===== src/rtl/adder_pkg.sv =====
// Shared definitions for the bit-serial adder: FSM state encoding and default width.
package adder_pkg;

    typedef enum logic [1:0] {
        IDLE = 2'd0,
        RUN  = 2'd1,
        DONE = 2'd2
    } state_t;

    localparam int unsigned DEFAULT_WIDTH = 8;

endpackage


===== src/rtl/full_adder.sv =====
// One-bit full adder cell used by the serial adder datapath.
module full_adder (
    input  logic a,
    input  logic b,
    input  logic cin,
    output logic full_sum,
    output logic full_carry
);

    assign full_sum   = a ^ b ^ cin;
    assign full_carry = (a & b) | (cin & (a ^ b));

endmodule


===== src/rtl/serial_adder.sv =====
// Bit-serial adder: LSB first, one bit per clock through a single full-adder cell
// with a registered carry; result is held from the done pulse until the next accept.
module serial_adder
    import adder_pkg::*;
#(
    parameter int unsigned WIDTH = DEFAULT_WIDTH
) (
    input  logic             clk,
    input  logic             rst_n,
    input  logic             start_valid,
    output logic             start_ready,
    input  logic [WIDTH-1:0] a,
    input  logic [WIDTH-1:0] b,
    input  logic             cin,
    output logic [WIDTH-1:0] sum,
    output logic             cout,
    output logic             done,
    output logic             busy
);

    localparam int unsigned CW = $clog2(WIDTH + 1);

    state_t           state;
    logic [WIDTH-1:0] a_sh;
    logic [WIDTH-1:0] b_sh;
    logic             carry;
    logic [CW-1:0]    cnt;
    logic             fa_sum;
    logic             fa_carry;

    full_adder u_fa (
        .a         (a_sh[0]),
        .b         (b_sh[0]),
        .cin       (carry),
        .full_sum  (fa_sum),
        .full_carry(fa_carry)
    );

    assign start_ready = (state == IDLE) && rst_n;
    assign busy        = (state != IDLE);

    always_ff @(posedge clk) begin
        if (!rst_n) begin
            state <= IDLE;
            a_sh  <= '0;
            b_sh  <= '0;
            carry <= 1'b0;
            cnt   <= '0;
            sum   <= '0;
            cout  <= 1'b0;
            done  <= 1'b0;
        end else begin
            done <= 1'b0;
            case (state)
                IDLE: begin
                    if (start_valid) begin
                        a_sh  <= a;
                        b_sh  <= b;
                        carry <= cin;
                        cnt   <= '0;
                        state <= RUN;
                    end
                end
                RUN: begin
                    // sum doubles as the result shift register; bit i lands at position i after WIDTH shifts
                    a_sh  <= a_sh >> 1;
                    b_sh  <= b_sh >> 1;
                    sum   <= {fa_sum, sum[WIDTH-1:1]};
                    carry <= fa_carry;
                    cnt   <= cnt + CW'(1);
                    if (cnt == CW'(WIDTH - 1)) begin
                        cout  <= fa_carry;
                        done  <= 1'b1;
                        state <= DONE;
                    end
                end
                DONE: begin
                    state <= IDLE;
                end
                default: begin
                    state <= IDLE;
                end
            endcase
        end
    end

endmodule


===== config.mk =====
export PLATFORM = sky130hd
export DESIGN_NAME = serial_adder
export DESIGN_NICKNAME = d
export VERILOG_FILES = /design/src/rtl/adder_pkg.sv /design/src/rtl/full_adder.sv /design/src/rtl/serial_adder.sv
export SDC_FILE = /design/constraint.sdc
export NUM_CORES = 1
export LEC_CHECK = 0
export CAP_MARGIN = 15
export CORE_UTILIZATION = 52
export DETAILED_ROUTE_END_ITERATION = 7
export HOLD_SLACK_MARGIN = 0.05
export PLACE_DENSITY = 0.83
export RECOVER_POWER = 100
export SLEW_MARGIN = 20
export SYNTH_ARGS = -nofsm -noshare
export SYNTH_HDL_FRONTEND = slang
export SYNTH_HIERARCHICAL = 1
export SYNTH_SLANG_ARGS = --single-unit
export TNS_END_PERCENT = 1

===== constraint.sdc =====
create_clock -name clk -period 2.81 [get_ports clk]
set_clock_uncertainty 0.1 [all_clocks]
set_input_delay 0.562 -clock clk [delete_from_list [all_inputs] [get_ports clk]]
set_output_delay 0.562 -clock clk [all_outputs]
set_load 0.005 [all_outputs]

==> impl_metrics.ini, run 1 <==
[logic_synthesis]
synth_seq_area_share = 0.481
synth-edff-count = 0
synthFlopType = dfxtp_1
synth-seq-cells = 33
syn-cell-area_mm2 = 0.00137
yosys.area.top_type = dfxtp_1
ys_types = 27
yosysTopAreaCellShare = 0.481
syn_area_per_cell_um2 = 8.47
ys_top_cells_by_area = dfxtp_1 (48%), a21oi_1 (8.8%), o2bb2ai_1 (6.4%), nand2_1 (6.0%), o21ai_0 (5.5%)
synth_warnings = 6
async_reset_ff_frac = 0
synth_cells = 162
synth_fp_nets = 184

[grt]
grt_pass1_wl_um = 5130
overflow = 0
antenna_found_initial = 0
grt_pass1_vias = 1160
grt_max_degree = 21
track_usage = 0.263

[route]
wl_per_cell_um = 14.3
drc = 0
ant_nets = 0
drt_iter0_markers = 40
wl_um = 3180
first_pass_iters = 4
viasPerCell = 5.65
num_vias = 1259

[clock_tree]
cts_buffer_depth = 2
numClockSinks = 33
hold_buffers = 0
post_cts_buffers = 0
ctsResizeCount = 0
cts_buffers = 5
cts_tree = yes
cts_root_buf = clkbuf_4
clkTransAtPathRegs_ps = 90
h-tree-depth = 2
clk_latency_ps = 350

[timing]
max_freq_mhz = 407
finalSetupViolations = 0
rsz0062_at_grt = false
slew-limit-headroom = 0.441
setup_ws_ps = 354
period_needed_ps = 2460
drv_slew = 0
finalHoldViolations = 0
whs_ps = 365
tns_ps = 0
finalCritPeriodShare = 0.874
worst_pin_slew_ps = 839

[placed_design]
preCtsSetupSlack_ps = 405
dpl.hpwl_um = 2230
numPortBuffers = 31
place.gp.congestion = 0.783

[floorplanning]
start_util = 0.554
die_h_um = 53.4
std_cell_rows = 18
boundaryPins = 32
fp.coreArea_mm2 = 0.00248
die_x_um = 53.4
fp.dieArea_mm2 = 0.00285

[worst_setup_path]
critPathLaunch = rst_n
critPathMaxFanout = 2
critPathCaptureType = primary output
cp.required_ps = 2150
path_class = in2out
r2r_start = state[0]
start_kind = primary input
arrival_ps = 1790
r2r_cells = 4

[layout]
fillers = 222
num-nets-final = 214
drive_gt1_frac = 0.0622
syn_to_final_growth_pct = 26.8
antenna_cells = 0

[power]
p_leak_nw = 0.666
ir_drop_uv = 410
power.density_mw_per_mm2 = 517
finalPower_uw = 900

[flow_run]
maxCapViolCount = 0

[outcome]
status = finished clean

[hold_path]
hold_path_depth = 2
worstHoldPathType = reg2reg
min-delay-start = cout
critical path, cell delays in order:
cell	delay, ps
clkdlybuf4s50_1	500
inv_1	60
nor2_1	100
dlygate4sd3_1	570
cells in the final DEF (no fill, tap or decap):
| cell | n |
|---|---|
| fa_1 | 1 |
| a22oi_1 | 1 |
| clkbuf_4 | 5 |
| o32a_2 | 1 |
| a21oi_1 | 24 |
| and2_1 | 2 |
| clkbuf_1 | 1 |
| ha_1 | 1 |
| inv_1 | 4 |
| a31oi_1 | 1 |
| or3_1 | 1 |
| nand2b_1 | 2 |
| nor2_1 | 16 |
| o21ai_0 | 15 |
| and4b_1 | 2 |
| o22ai_1 | 5 |
| o21bai_1 | 1 |
| buf_4 | 2 |
| nand2_1 | 22 |
| nor3_1 | 1 |
| mux2i_1 | 2 |
| a32oi_1 | 2 |
| o21ba_2 | 1 |
| and2b_1 | 1 |
| dlygate4sd3_1 | 13 |
| o2bb2ai_1 | 10 |
| dfxtp_1 | 33 |
| clkdlybuf4s50_1 | 18 |
| nand3_1 | 2 |
| clkinv_2 | 2 |
| clkinvlp_4 | 1 |
final cells by class:
type | instances | area [um^2] | area share
sequential | 33 | 661 | 0.380
multi-input combinational | 114 | 643 | 0.370
timing repair buffer | 34 | 329 | 0.189
clock buffer | 5 | 37.5 | 0.0216
tap | 30 | 37.5 | 0.0216
clock inverter | 3 | 17.5 | 0.0101
inverter | 4 | 15.0 | 0.00863
synth_stat cells, types with 2 or more instances:
master and count:
and4b_1 2, and2_1 2, inv_1 4, nand2b_1 2
o2bb2ai_1 10, o22ai_1 5, a21oi_1 24, buf_2 4
nor2_1 16, nand2_1 22, o21ai_0 15, mux2i_1 2
dfxtp_1 33, nand3_1 2, a32oi_1 2, clkbuf_1 6
layer usage:
layer	global-route usage	wire [um]	share of wire	up-vias
li1	-	-	-	632
met1	0.301	1470	0.46	591
met2	0.438	1520	0.48	29
met3	0.0948	125	0.039	7
met4	0.105	63	0.020	0
met5	0	0	0	-
logic make-up after synthesis:
kind of cell,after synthesis,synth area share
AO/OA/AOI/OAI,61,0.273
AND/OR/NAND/NOR,49,0.158
flip-flops,33,0.481
buffers and inverters,15,0.0501
multiplexers,2,0.0146
adder cells (fa/ha/maj),2,0.0237
registers in the layout, summed over array words and instances, names as in the netlist:
| signal | count |
|---|---|
| carry | 1 |
| cout | 1 |
| sum | 8 |
| state | 2 |
| b_sh | 8 |
| cnt | 4 |
| done | 1 |
| a_sh | 8 |
through the flow:
step           area, um^2  std cells   util
2_1_floorplan        1370        162      -
3_3_place_gp         1690        215  0.682
3_5_place_dp         1690        215  0.682
4_1_cts              1740        223  0.704
5_1_grt              1740        223  0.703
6_report             1740        223  0.703
where the power goes:
| group | switching, mW | internal, mW | total (mW) | leakage [nW] |
|---|---|---|---|---|
| combinational | 0.0644 | 0.0610 | 0.125 | 0.364 |
| sequential | 0.0151 | 0.493 | 0.508 | 0.271 |
| clock | 0.172 | 0.0942 | 0.267 | 0.0310 |
| total | 0.252 | 0.648 | 0.900 | 0.666 |
path summary, 6_finish.rpt:
| path | endpoint | slack, ps |
|---|---|---|
| worst max-delay path | start_ready | 350 |
| worst min-delay path | cout | 370 |
| worst min register to register | cout | 370 |
| worst max register to register | cnt[3] | 710 |
(Power assumes the default switching activity.)
==> run 2: changes to the inputs <==
--- a/config.mk
+++ b/config.mk
@@ -5,7 +5,7 @@
 export SDC_FILE = /design/constraint.sdc
 export NUM_CORES = 1
 export LEC_CHECK = 0
-export CAP_MARGIN = 15
+export CAP_MARGIN = 30
 export CORE_UTILIZATION = 52
 export DETAILED_ROUTE_END_ITERATION = 7
 export HOLD_SLACK_MARGIN = 0.05
==> results of run 2 <==
Same layout as run 1: the final DEF is identical, and so are final timing and power.
==> run 3: changes to the inputs <==
--- a/config.mk
+++ b/config.mk
@@ -8,7 +8,7 @@
 export CAP_MARGIN = 30
 export CORE_UTILIZATION = 52
 export DETAILED_ROUTE_END_ITERATION = 7
-export HOLD_SLACK_MARGIN = 0.05
+export MAX_ROUTING_LAYER = met4
 export PLACE_DENSITY = 0.83
 export RECOVER_POWER = 100
 export SLEW_MARGIN = 20
==> impl_metrics.ini, run 3 (synthesis gave the netlist of run 1 again) <==
[worst_setup_path]
slowest_stage = dlygate4sd3_1
r2r_start = state[0]
critPathMaxFanout = 2
arrival_ps = 1790
cp.required_ps = 2150
crit_family = buffers and inverters
path_cells = clkdlybuf4s50_1, inv_1, nor2_1, dlygate4sd3_1
r2r_cells = 4
crit_buf_inv = 3
max_stage_delay_ps = 570
critPathLaunch = rst_n
r2r_end = cnt[3]
critPathCaptureType = primary output
r2r_slack_ps = 670
start_kind = primary input
path_class = in2out

[clock_tree]
cts_buffer_depth = 2
hold_buffers = 0
cts_root_buf = clkbuf_4
cts_buffers = 5
cts_tree = yes
numClockSinks = 33
ctsResizeCount = 0
clk_latency_ps = 350
post_cts_buffers = 0
clkTransAtPathRegs_ps = 90
h-tree-depth = 2

[placed_design]
preCtsSetupSlack_ps = 405
numPortBuffers = 31
dpl.hpwl_um = 2230
place.gp.congestion = 0.794
postPlaceCellArea_mm2 = 0.00169

[timing]
finalSetupViolations = 0
rsz0062_at_grt = false
setup_ws_ps = 355
max_freq_mhz = 407
whs_ps = 365
tns_ps = 0
finalHoldViolations = 0
drv_slew = 0
finalCritPeriodShare = 0.874
period_needed_ps = 2460
worst_pin_slew_ps = 880
slew-limit-headroom = 0.413

[route]
wl_um = 3180
wl_per_cell_um = 14.3
drc = 0
drt_iter0_markers = 42
viasPerCell = 5.74
ant_nets = 0
num_vias = 1279
first_pass_iters = 4

[grt]
top_usage_layer = met2
antenna_found_initial = 0
met2_usage = 0.438
grt_max_degree = 21
track_usage = 0.270
grt_use_met1 = 0.301
grt_pass1_vias = 1161
use_met3 = 0.0948
overflow = 0
grt_pass1_wl_um = 5130

[outcome]
status = finished clean

[floorplanning]
start_util = 0.554
die_h_um = 53.4
boundaryPins = 32
die_x_um = 53.4
std_cell_rows = 18
fp.dieArea_mm2 = 0.00285
fp.coreArea_mm2 = 0.00248

[layout]
largest_registers = a_sh (8), b_sh (8), sum (8)
final_common_cell = dfxtp_1
fin_area_mm2 = 0.00174
num-nets-final = 214
syn_to_final_growth_pct = 26.8
drive_gt1_frac = 0.0622
antenna_cells = 0
final_cell_mix = dfxtp_1 (33), a21oi_1 (24), nand2_1 (22)

[hold_path]
min-delay-start = cout
worstHoldPathType = reg2reg
hold_path_depth = 2
whs_endpoint = cout

[power]
ir_drop_uv = 408
p_leak_nw = 0.666
finalPower_uw = 899
power.density_mw_per_mm2 = 517

[flow_run]
maxCapViolCount = 0
[run 3: final cells by class]
type                            count  area (um^2)
Sequential cell                    33          661
Timing Repair Buffer               34          329
Tap cell                           30         37.5
Clock inverter                      3         17.5
Inverter                            4         15.0
Fill cell                         222          737
Multi-Input combinational cell    114          643
Clock buffer                        5         37.5
[run 3: per-stage QoR]
stage | utilization | cells
global route | 0.703 | 223
CTS | 0.704 | 223
finish | 0.703 | 223
detailed placement | 0.682 | 215
global placement | 0.682 | 215
floorplan | - | 162
[run 3: worst max-delay path by stage]
stage | to | slack [ps] | cells past startpoint
final | start_ready | 350 | 4
after detailed placement | start_ready | 410 | 4
after global placement | start_ready | 410 | 4
after floorplan | start_ready | 1090 | 3
after global routing | start_ready | 280 | 4
after CTS | start_ready | 400 | 4
[run 3: worst register-to-register path: stages, from the launching register on]
cell	delay [ps]
dfxtp_1	340
clkbuf_1	660
nand2b_1	370
or3_1	420
a31oi_1	180
[run 3: power by group]
part           total, mW  internal (mW)  switching [mW]
registers          0.508          0.493          0.0152
clock network      0.266         0.0942           0.172
logic              0.125         0.0610          0.0643
[run 3: layer usage]
metal	vias to the layer above	routed length, um
met5	-	0
met4	0	62
met1	617	1430
met3	6	119
li1	630	-
met2	26	1570
